[config.mk]
export PLATFORM = sky130hd
export DESIGN_NAME = counter_sequencer_flat
export DESIGN_NICKNAME = d
export VERILOG_FILES = /design/src/rtl/counter_sequencer_if.sv /design/src/rtl/counter_sequencer.sv /design/src/flat_wrapper.sv
export SDC_FILE = /design/constraint.sdc
export NUM_CORES = 1
export LEC_CHECK = 0
export CAP_MARGIN = 0
export CELL_PAD_IN_SITES_DETAIL_PLACEMENT = 0
export CELL_PAD_IN_SITES_GLOBAL_PLACEMENT = 1
export CORE_MARGIN = 2
export CORE_UTILIZATION = 37
export DETAILED_ROUTE_END_ITERATION = 6
export MAX_ROUTING_LAYER = met4
export PLACE_DENSITY_LB_ADDON = 0.1
export SYNTH_ARGS = -nofsm -noshare
export SYNTH_HDL_FRONTEND = slang
export SYNTH_SLANG_ARGS = --single-unit
[constraint.sdc]
create_clock -name clkpulse -period 2.2 [get_ports clkpulse]
set_input_delay 0.44 -clock clkpulse [delete_from_list [all_inputs] [get_ports clkpulse]]
set_output_delay 0.44 -clock clkpulse [all_outputs]
set_load 0.01 [all_outputs]
[src/rtl/counter_sequencer_if.sv]
// Board-side bundle for counter_sequencer: push-button/switch requests in,
// LED count and FSM status out.
interface counter_sequencer_if #(
    parameter int WIDTH = 4
);
    logic             start;
    logic             stop;
    logic             step;
    logic             sw0;
    logic             target_en;
    logic [WIDTH-1:0] target;
    logic [WIDTH-1:0] led;
    logic [1:0]       state;
    logic             busy;
    logic             done;

    modport master (
        output start, stop, step, sw0, target_en, target,
        input  led, state, busy, done
    );

    modport slave (
        input  start, stop, step, sw0, target_en, target,
        output led, state, busy, done
    );
endinterface

[src/rtl/counter_sequencer.sv]
// Prescaled 4-state up/down LED counter sequencer (IDLE/RUN/STEP/DONE).
// Define COUNTER_SEQ_BOUNCE_EN to reflect at the range ends instead of wrapping.
module counter_sequencer #(
    parameter int DIV   = 4,
    parameter int WIDTH = 4
) (
    input logic clkpulse,
    input logic rst,
    counter_sequencer_if.slave bus
);
    localparam int DW = (DIV > 1) ? $clog2(DIV) : 1;
    localparam logic [DW-1:0] DIV_LAST = DW'(DIV - 1);

    typedef enum logic [1:0] {
        IDLE = 2'b00,
        RUN  = 2'b01,
        STEP = 2'b10,
        DONE = 2'b11
    } state_t;

    state_t           state_q;
    logic [WIDTH-1:0] led_q;
    logic [WIDTH-1:0] led_nxt;
    logic [DW-1:0]    div_cnt;
    logic             start_prev, stop_prev, step_prev;
    logic             start_e, stop_e, step_e;
    logic             tick, hit;

    assign start_e = bus.start & ~start_prev;
    assign stop_e  = bus.stop  & ~stop_prev;
    assign step_e  = bus.step  & ~step_prev;
    assign tick    = (div_cnt == DIV_LAST);
    assign hit     = bus.target_en && (led_nxt == bus.target);

`ifdef COUNTER_SEQ_BOUNCE_EN
    logic flip, flip_nxt, dir, count_en, to_idle;

    // At either end the count reflects back one step and the direction flips.
    always_comb begin
        dir      = bus.sw0 ^ flip;
        flip_nxt = flip;
        led_nxt  = led_q + WIDTH'(1);
        if (!dir) begin
            if (led_q == '1) begin
                led_nxt  = led_q - WIDTH'(1);
                flip_nxt = ~flip;
            end
        end else if (led_q == '0) begin
            led_nxt  = WIDTH'(1);
            flip_nxt = ~flip;
        end else begin
            led_nxt = led_q - WIDTH'(1);
        end
    end

    assign count_en = (state_q == STEP) || ((state_q == RUN) && !stop_e && tick);
    assign to_idle  = ((state_q == RUN) && stop_e) || ((state_q == DONE) && stop_e) ||
                      ((state_q == STEP) && !hit);

    always_ff @(posedge clkpulse or posedge rst) begin
        if (rst)           flip <= 1'b0;
        else if (to_idle)  flip <= 1'b0;
        else if (count_en) flip <= flip_nxt;
    end
`else
    always_comb begin
        led_nxt = bus.sw0 ? led_q - WIDTH'(1) : led_q + WIDTH'(1);
    end
`endif

    always_ff @(posedge clkpulse or posedge rst) begin
        if (rst) begin
            state_q    <= IDLE;
            led_q      <= '0;
            div_cnt    <= '0;
            start_prev <= 1'b0;
            stop_prev  <= 1'b0;
            step_prev  <= 1'b0;
        end else begin
            start_prev <= bus.start;
            stop_prev  <= bus.stop;
            step_prev  <= bus.step;
            case (state_q)
                IDLE: begin
                    if (!stop_e) begin
                        if (start_e) begin
                            state_q <= RUN;
                            div_cnt <= '0;
                        end else if (step_e) begin
                            state_q <= STEP;
                        end
                    end
                end
                RUN: begin
                    // A stop edge wins over a coincident tick; prescaler holds.
                    if (stop_e) begin
                        state_q <= IDLE;
                    end else if (tick) begin
                        div_cnt <= '0;
                        led_q   <= led_nxt;
                        if (hit) state_q <= DONE;
                    end else begin
                        div_cnt <= div_cnt + DW'(1);
                    end
                end
                STEP: begin
                    led_q   <= led_nxt;
                    state_q <= hit ? DONE : IDLE;
                end
                DONE: begin
                    if (stop_e) begin
                        state_q <= IDLE;
                    end else if (start_e) begin
                        state_q <= RUN;
                        div_cnt <= '0;
                    end
                end
                default: state_q <= IDLE;
            endcase
        end
    end

    assign bus.led   = led_q;
    assign bus.state = state_q;
    assign bus.busy  = (state_q == RUN);
    assign bus.done  = (state_q == DONE);
endmodule

[src/flat_wrapper.sv]
// flat-port wrapper written by rule: the top's interface ports become plain ports
module counter_sequencer_flat 
#(
    parameter int DIV   = 4,
    parameter int WIDTH = 4
)
  (clkpulse, rst, bus_start, bus_stop, bus_step, bus_sw0, bus_target_en, bus_target, bus_led, bus_state, bus_busy, bus_done);
  counter_sequencer_if #(.WIDTH(WIDTH)) bus_i ();
  input logic clkpulse;
  input logic rst;
  input wire logic [$bits(bus_i.start)-1:0] bus_start;
  input wire logic [$bits(bus_i.stop)-1:0] bus_stop;
  input wire logic [$bits(bus_i.step)-1:0] bus_step;
  input wire logic [$bits(bus_i.sw0)-1:0] bus_sw0;
  input wire logic [$bits(bus_i.target_en)-1:0] bus_target_en;
  input wire logic [$bits(bus_i.target)-1:0] bus_target;
  output wire logic [$bits(bus_i.led)-1:0] bus_led;
  output wire logic [$bits(bus_i.state)-1:0] bus_state;
  output wire logic [$bits(bus_i.busy)-1:0] bus_busy;
  output wire logic [$bits(bus_i.done)-1:0] bus_done;
  assign bus_i.start = bus_start;
  assign bus_i.stop = bus_stop;
  assign bus_i.step = bus_step;
  assign bus_i.sw0 = bus_sw0;
  assign bus_i.target_en = bus_target_en;
  assign bus_i.target = bus_target;
  assign bus_led = bus_i.led;
  assign bus_state = bus_i.state;
  assign bus_busy = bus_i.busy;
  assign bus_done = bus_i.done;
  counter_sequencer #(.DIV(DIV), .WIDTH(WIDTH)) u_core (.clkpulse(clkpulse), .rst(rst), .bus(bus_i));
endmodule
-- Word level (Yosys, flattened, before mapping)
Index checks and enable logic that the tools add are counted.
- latch bits: 0
- bits of input ports: 11
- word-level logic and storage cells: 56
- bits in writable memories: 0
- output and inout port bits: 8
- bits in registers: 11
- memories kept: 0
- memory bits (read-only): 0
- multipliers: 0
- shift-type cells: 0
- add/sub/neg operators: 3
- reductions and logical operators: 8
- equality and inequality tests: 14
- divide/modulo/power cells: 0
- bitwise logic cells: 6
- magnitude comparators: 0
- mux-type cells: 19
- operators with widths (cell ; count):
    two-way mux 2 bit ; 13
    two-way mux 4 bit ; 3
    != test 3 x 1 -> 1 bit, second input constant ; 4
    case mux 2 bit (4 select lines) ; 1
    case mux 4 bit (2 select lines) ; 1
    == test 2 bit, second input constant ; 3
    != test 2 bit, second input constant ; 3
    AND reduction 5 bit ; 1
    adder 4 x 1 -> 4 bit, second input constant ; 1
    == test 4 bit ; 1
    != test 2 x 1 -> 1 bit, second input constant ; 2
    case mux 2 bit (2 select lines) ; 1
    AND reduction 4 bit ; 1
    nonzero test 2 bit ; 2
    subtractor 4 x 1 -> 4 bit, second input constant ; 1
    AND 1 bit ; 3
    NOT 1 bit ; 3
    AND reduction 3 bit ; 1
    adder 2 x 1 -> 2 bit, second input constant ; 1
    == test 2 x 1 -> 1 bit, second input constant ; 1
    zero test 2 bit ; 1
    OR reduction 2 bit ; 1
    logical AND 1 bit ; 1

-- Depth between registers and ports, before layout
- depth in word-level cells: 8
- mapped depth: 7
- depth with buffers taken out: 7

-- Worst setup path before layout
Ideal clock, no wire load.
- path kind: register -> register
- start: register u_core.led_q[0] (netlist: u_core.bus.led[0])
- end: register u_core.state_q[1] (netlist: u_core.bus.state[1])
- library setup time: 0.104 ns
- data arrival time: 1.768 ns
- slack: 0.329 ns
- buffers on the path: 0
- required time: 2.096 ns
- period minus slack after synthesis: 1.871 ns
- stages on the path, launching flop included: 6
- cell sequence: dfrtp_1 fa_1 xnor2_1 and4_1 o21ai_4 o41ai_2
- word-level cells in the longest chain between the ends: 6
- elaborated cells on any way between the ends: 9
- those cells by class: 2 x add/sub; 2 x eq/ne; 3 x mux; 2 x reduce/logical
- ends and longest elaborated chain (element ; line ; source):
    start, declared ; counter_sequencer.sv:22 ; logic [WIDTH-1:0] led_q;
    start signal, assigned ; counter_sequencer.sv:100 ; led_q <= led_nxt;
    start signal, assigned ; counter_sequencer.sv:107 ; led_q <= led_nxt;
    adder 4 x 1 -> 4 bit / subtractor 4 x 1 -> 4 bit (equally long branches) ; counter_sequencer.sv:67 ; led_nxt = bus.sw0 ? led_q - WIDTH'(1) : led_q + WIDTH'(1);
    two-way mux 4 bit * ; counter_sequencer.sv:67 ;
    via u_core.led_nxt[1] ; counter_sequencer.sv:23 ; logic [WIDTH-1:0] led_nxt;
    == test 4 bit * ; counter_sequencer.sv:33 ; assign hit = bus.target_en && (led_nxt == bus.target);
    logical AND 1 bit * ; counter_sequencer.sv:33 ;
    != test 3 x 1 -> 1 bit (no source line) / two-way mux 2 bit (equally long branches) ; n/a ;
    AND reduction 5 bit (no source line) / case mux 2 bit (4 select lines) (equally long branches) ; n/a ;
    end signal, assigned ; counter_sequencer.sv:108 ; state_q <= hit ? DONE : IDLE;
    end, declared ; counter_sequencer.sv:21 ; state_t state_q;
The timed path passes the listed nets; every way through them passes the cells marked *.
A chain may end at the register's enable or synchronous reset.

-- Final worst setup path
- start: register u_core.state_q[1] (netlist: u_core.bus.state[1])
- end: output port bus_done
- word-level cells in the longest chain between the ends: 1
- ends and longest elaborated chain (element ; line ; source):
    == test 2 bit ; counter_sequencer.sv:126 ; assign bus.done = (state_q == DONE);
    end, declared ; flat_wrapper.sv:20 ; output wire logic [$bits(bus_i.done)-1:0] bus_done;
No other way between the ends.

==> results.json <==
{
  "worst-path-max-fanout": 6,
  "nets": 142,
  "grt_antenna_before_repair": 0,
  "drv_cap": 0,
  "rows": 17,
  "setup.reg_to_reg.worst_slack_ps": 270,
  "dieHeight_um": 52.7,
  "clock_latency_ps": 270,
  "ys_ff_latch": 11,
  "io_pins": 19,
  "hold_class": "input port to async pin",
  "total_power_w": 0.00143,
  "grt_pass1_wl_mm": 3.20,
  "yosysTopAreaCell": "dfrtp_1",
  "p_clk_frac": 0.096,
  "root_buffer": "clkbuf_4",
  "ys_types": 36,
  "die_w_um": 52.7,
  "h-tree-depth": 1,
  "maxSlewHeadroom": 0.727,
  "drt-total-wl_mm": 1.83,
  "critPathRequiredTime_ps": 1760,
  "yosys_most_used_dff": "dfrtp_1",
  "synthArstFlopShare": 1.00,
  "reg2reg_depth": 5,
  "clockBufferDepth": 2,
  "numClockSinks": 11,
  "cts_tree": "built",
  "power.internal_w": 0.000863,
  "finalCritPeriodShare": 0.943,
  "grt_pass1_vias": 703,
  "syn_area_per_cell_sq_um": 9.52,
  "synthTopCellsByArea": "dfrtp_1 (31%), ha_1 (10%), xnor3_1 (5.1%), o21ai_0 (4.0%), xnor2_1 (4.0%)",
  "synth_edf_count": 0,
  "syn_nets": 111,
  "finalSetupViolCount": 0,
  "ys_seq_area_frac": 0.314,
  "postRouteAntennaNets": 0,
  "portBuffers": 18,
  "max_freq_mhz": 482,
  "post_cts_buffers": 0,
  "die_area_sq_um": 2770,
  "critPathCaptureType": "primary output",
  "grt.overflow.total": 0,
  "synth_most_common_cell": "dfrtp_1",
  "worstMarginPinSlew_ps": 410,
  "swShare": 0.396,
  "place_congestion": 0.875,
  "grt_setup_unrepaired": "no",
  "syn_area_sq_um": 876,
  "finalHoldViolations": 0,
  "rr_startpoint": "u_core.bus.led[0]$_DFFE_PP0P_",
  "combPwrFrac": 0.664,
  "grt_max_degree": 13,
  "drc": 0,
  "start_kind": "register",
  "arrival_ps": 1630,
  "drv_slew": 0,
  "status": "complete, no violations",
  "rr_endpoint": "u_core.bus.state[1]$_DFFE_PP0P_",
  "fin_worst_skew_ps": 0.530,
  "ys_warn_count": 0,
  "syn-instance-count": 92,
  "via_count": 751,
  "cts_buffers": 3,
  "core_sq_um": 2230,
  "path_clk_slew_ps": 70,
  "wl_per_cell_um": 12.2,
  "final_util": 0.533,
  "drive_above_1_share": 0.180,
  "placed_cells": 146,
  "powerDensity_nw_per_um2": 1200,
  "first_pass_iters": 4,
  "first_iter_violations": 17,
  "seqPwrFrac": 0.240,
  "syn_to_final_growth_pct": 36.0,
  "netlist.area_leader.share": 0.314,
  "synth_common_cells": "dfrtp_1 (11), ha_1 (7), inv_1 (7), o21ai_0 (7)",
  "peakVddDrop_uv": 700,
  "start_util": 0.392,
  "dpl.hpwl_mm": 1.54,
  "power.switching_w": 0.000566,
  "crit_type": "register to primary output",
  "final_cells": 150,
  "grtUsageTotal": 0.162,
  "leakage_nw": 0.526,
  "diodes": 0,
  "min_period_ps": 2070,
  "avgViaCountPerCell": 5.01
}
power by group through the flow:
stage	Sequential [W]	Combinational, W	Clock [W]
finish	0.000344	0.000949	0.000137
CTS	0.000347	0.000949	0.000145
detailed placement	0.000351	0.000944	0
global route	0.000356	0.00105	0.000153
floorplan	0.000366	0.000600	0
global placement	0.000348	0.000940	0
cell families (layout without fill, tap and decap cells):
kind of cell    after synthesis  after routing  share of synthesized area
flops                        11             11                      0.314
xor+xnor                      8              8                      0.111
simple gates                 27             27                      0.166
mux                           1              1                     0.0129
compound gates               28             28                      0.233
fa+ha+maj                     8              8                      0.123
buf+inv                       9             39                     0.0400
cell usage in the layout (no fill, tap or decap), types with 2 or more instances in the layout:
cell	count
nor2_1	6
nor2b_1	2
o21ai_0	7
nand2_1	5
a22o_1	2
dfrtp_1	11
clkbuf_4	3
ha_1	6
nand3_1	5
o21ai_1	2
nand2b_1	2
xnor2_1	4
buf_4	10
xor2_1	2
clkdlybuf4s50_1	17
a21oi_1	6
xnor3_1	2
inv_1	7
worst max path at each step:
stage | start | end | depth (start not counted)
after CTS | u_core.bus.state[1]$_DFFE_PP0P_ | bus_busy | 3
after floorplan | u_core.bus.led[0]$_DFFE_PP0P_ | u_core.bus.state[1]$_DFFE_PP0P_ | 5
after global routing | u_core.bus.state[1]$_DFFE_PP0P_ | bus_busy | 3
after detailed placement | bus_sw0 | u_core.bus.state[1]$_DFFE_PP0P_ | 6
after global placement | bus_sw0 | u_core.bus.state[1]$_DFFE_PP0P_ | 6
final | u_core.bus.state[1]$_DFFE_PP0P_ | bus_done | 3
layer usage:
layer / up-vias / wire, um / GRT usage
li1: 388 / - / -
met1: 347 / 889 / 0.225
met2: 16 / 853 / 0.246
met3: 0 / 86 / 0.0429
met4: 0 / 0 / 0.0128
met5: - / 0 / -
cell type report:
class | count | area (sq um)
clock buffers | 3 | 22.5
clock inverters | 1 | 5.00
fillers | 221 | 1040
inverters | 7 | 26.3
multi-input cells | 72 | 569
flip-flops and latches | 11 | 275
well taps | 28 | 35.0
repair buffers | 28 | 258
critical path: stages (launching register included):
cell             delay, ps
dfrtp_1                370
buf_4                  150
ha_1                   270
clkdlybuf4s50_1        580
state kept, by name, indices dropped and copies added (netlist names):
register / flops
u_core.bus.led: 4
u_core.bus.state: 2
u_core.div_cnt: 2
u_core.start_prev: 1
u_core.step_prev: 1
u_core.stop_prev: 1
repair_timing:
item	4_1_cts	5_1_grt
endpoints found under the setup margin	0	3
gates resized for setup	0	3
hold buffers	0	0
through the flow:
stage	hold WS [ps]	setup TNS (ps)	instance area, sq um	setup slack, ps
2_1_floorplan	292	0	876	329
3_3_place_gp	491	-280	1160	-145
3_5_place_dp	498	-425	1160	-224
4_1_cts	459	0	1180	7.69
5_1_grt	498	0	1190	37.0
6_report	452	0	1190	125
No activity file was read; power rests on OpenSTA's default activity.
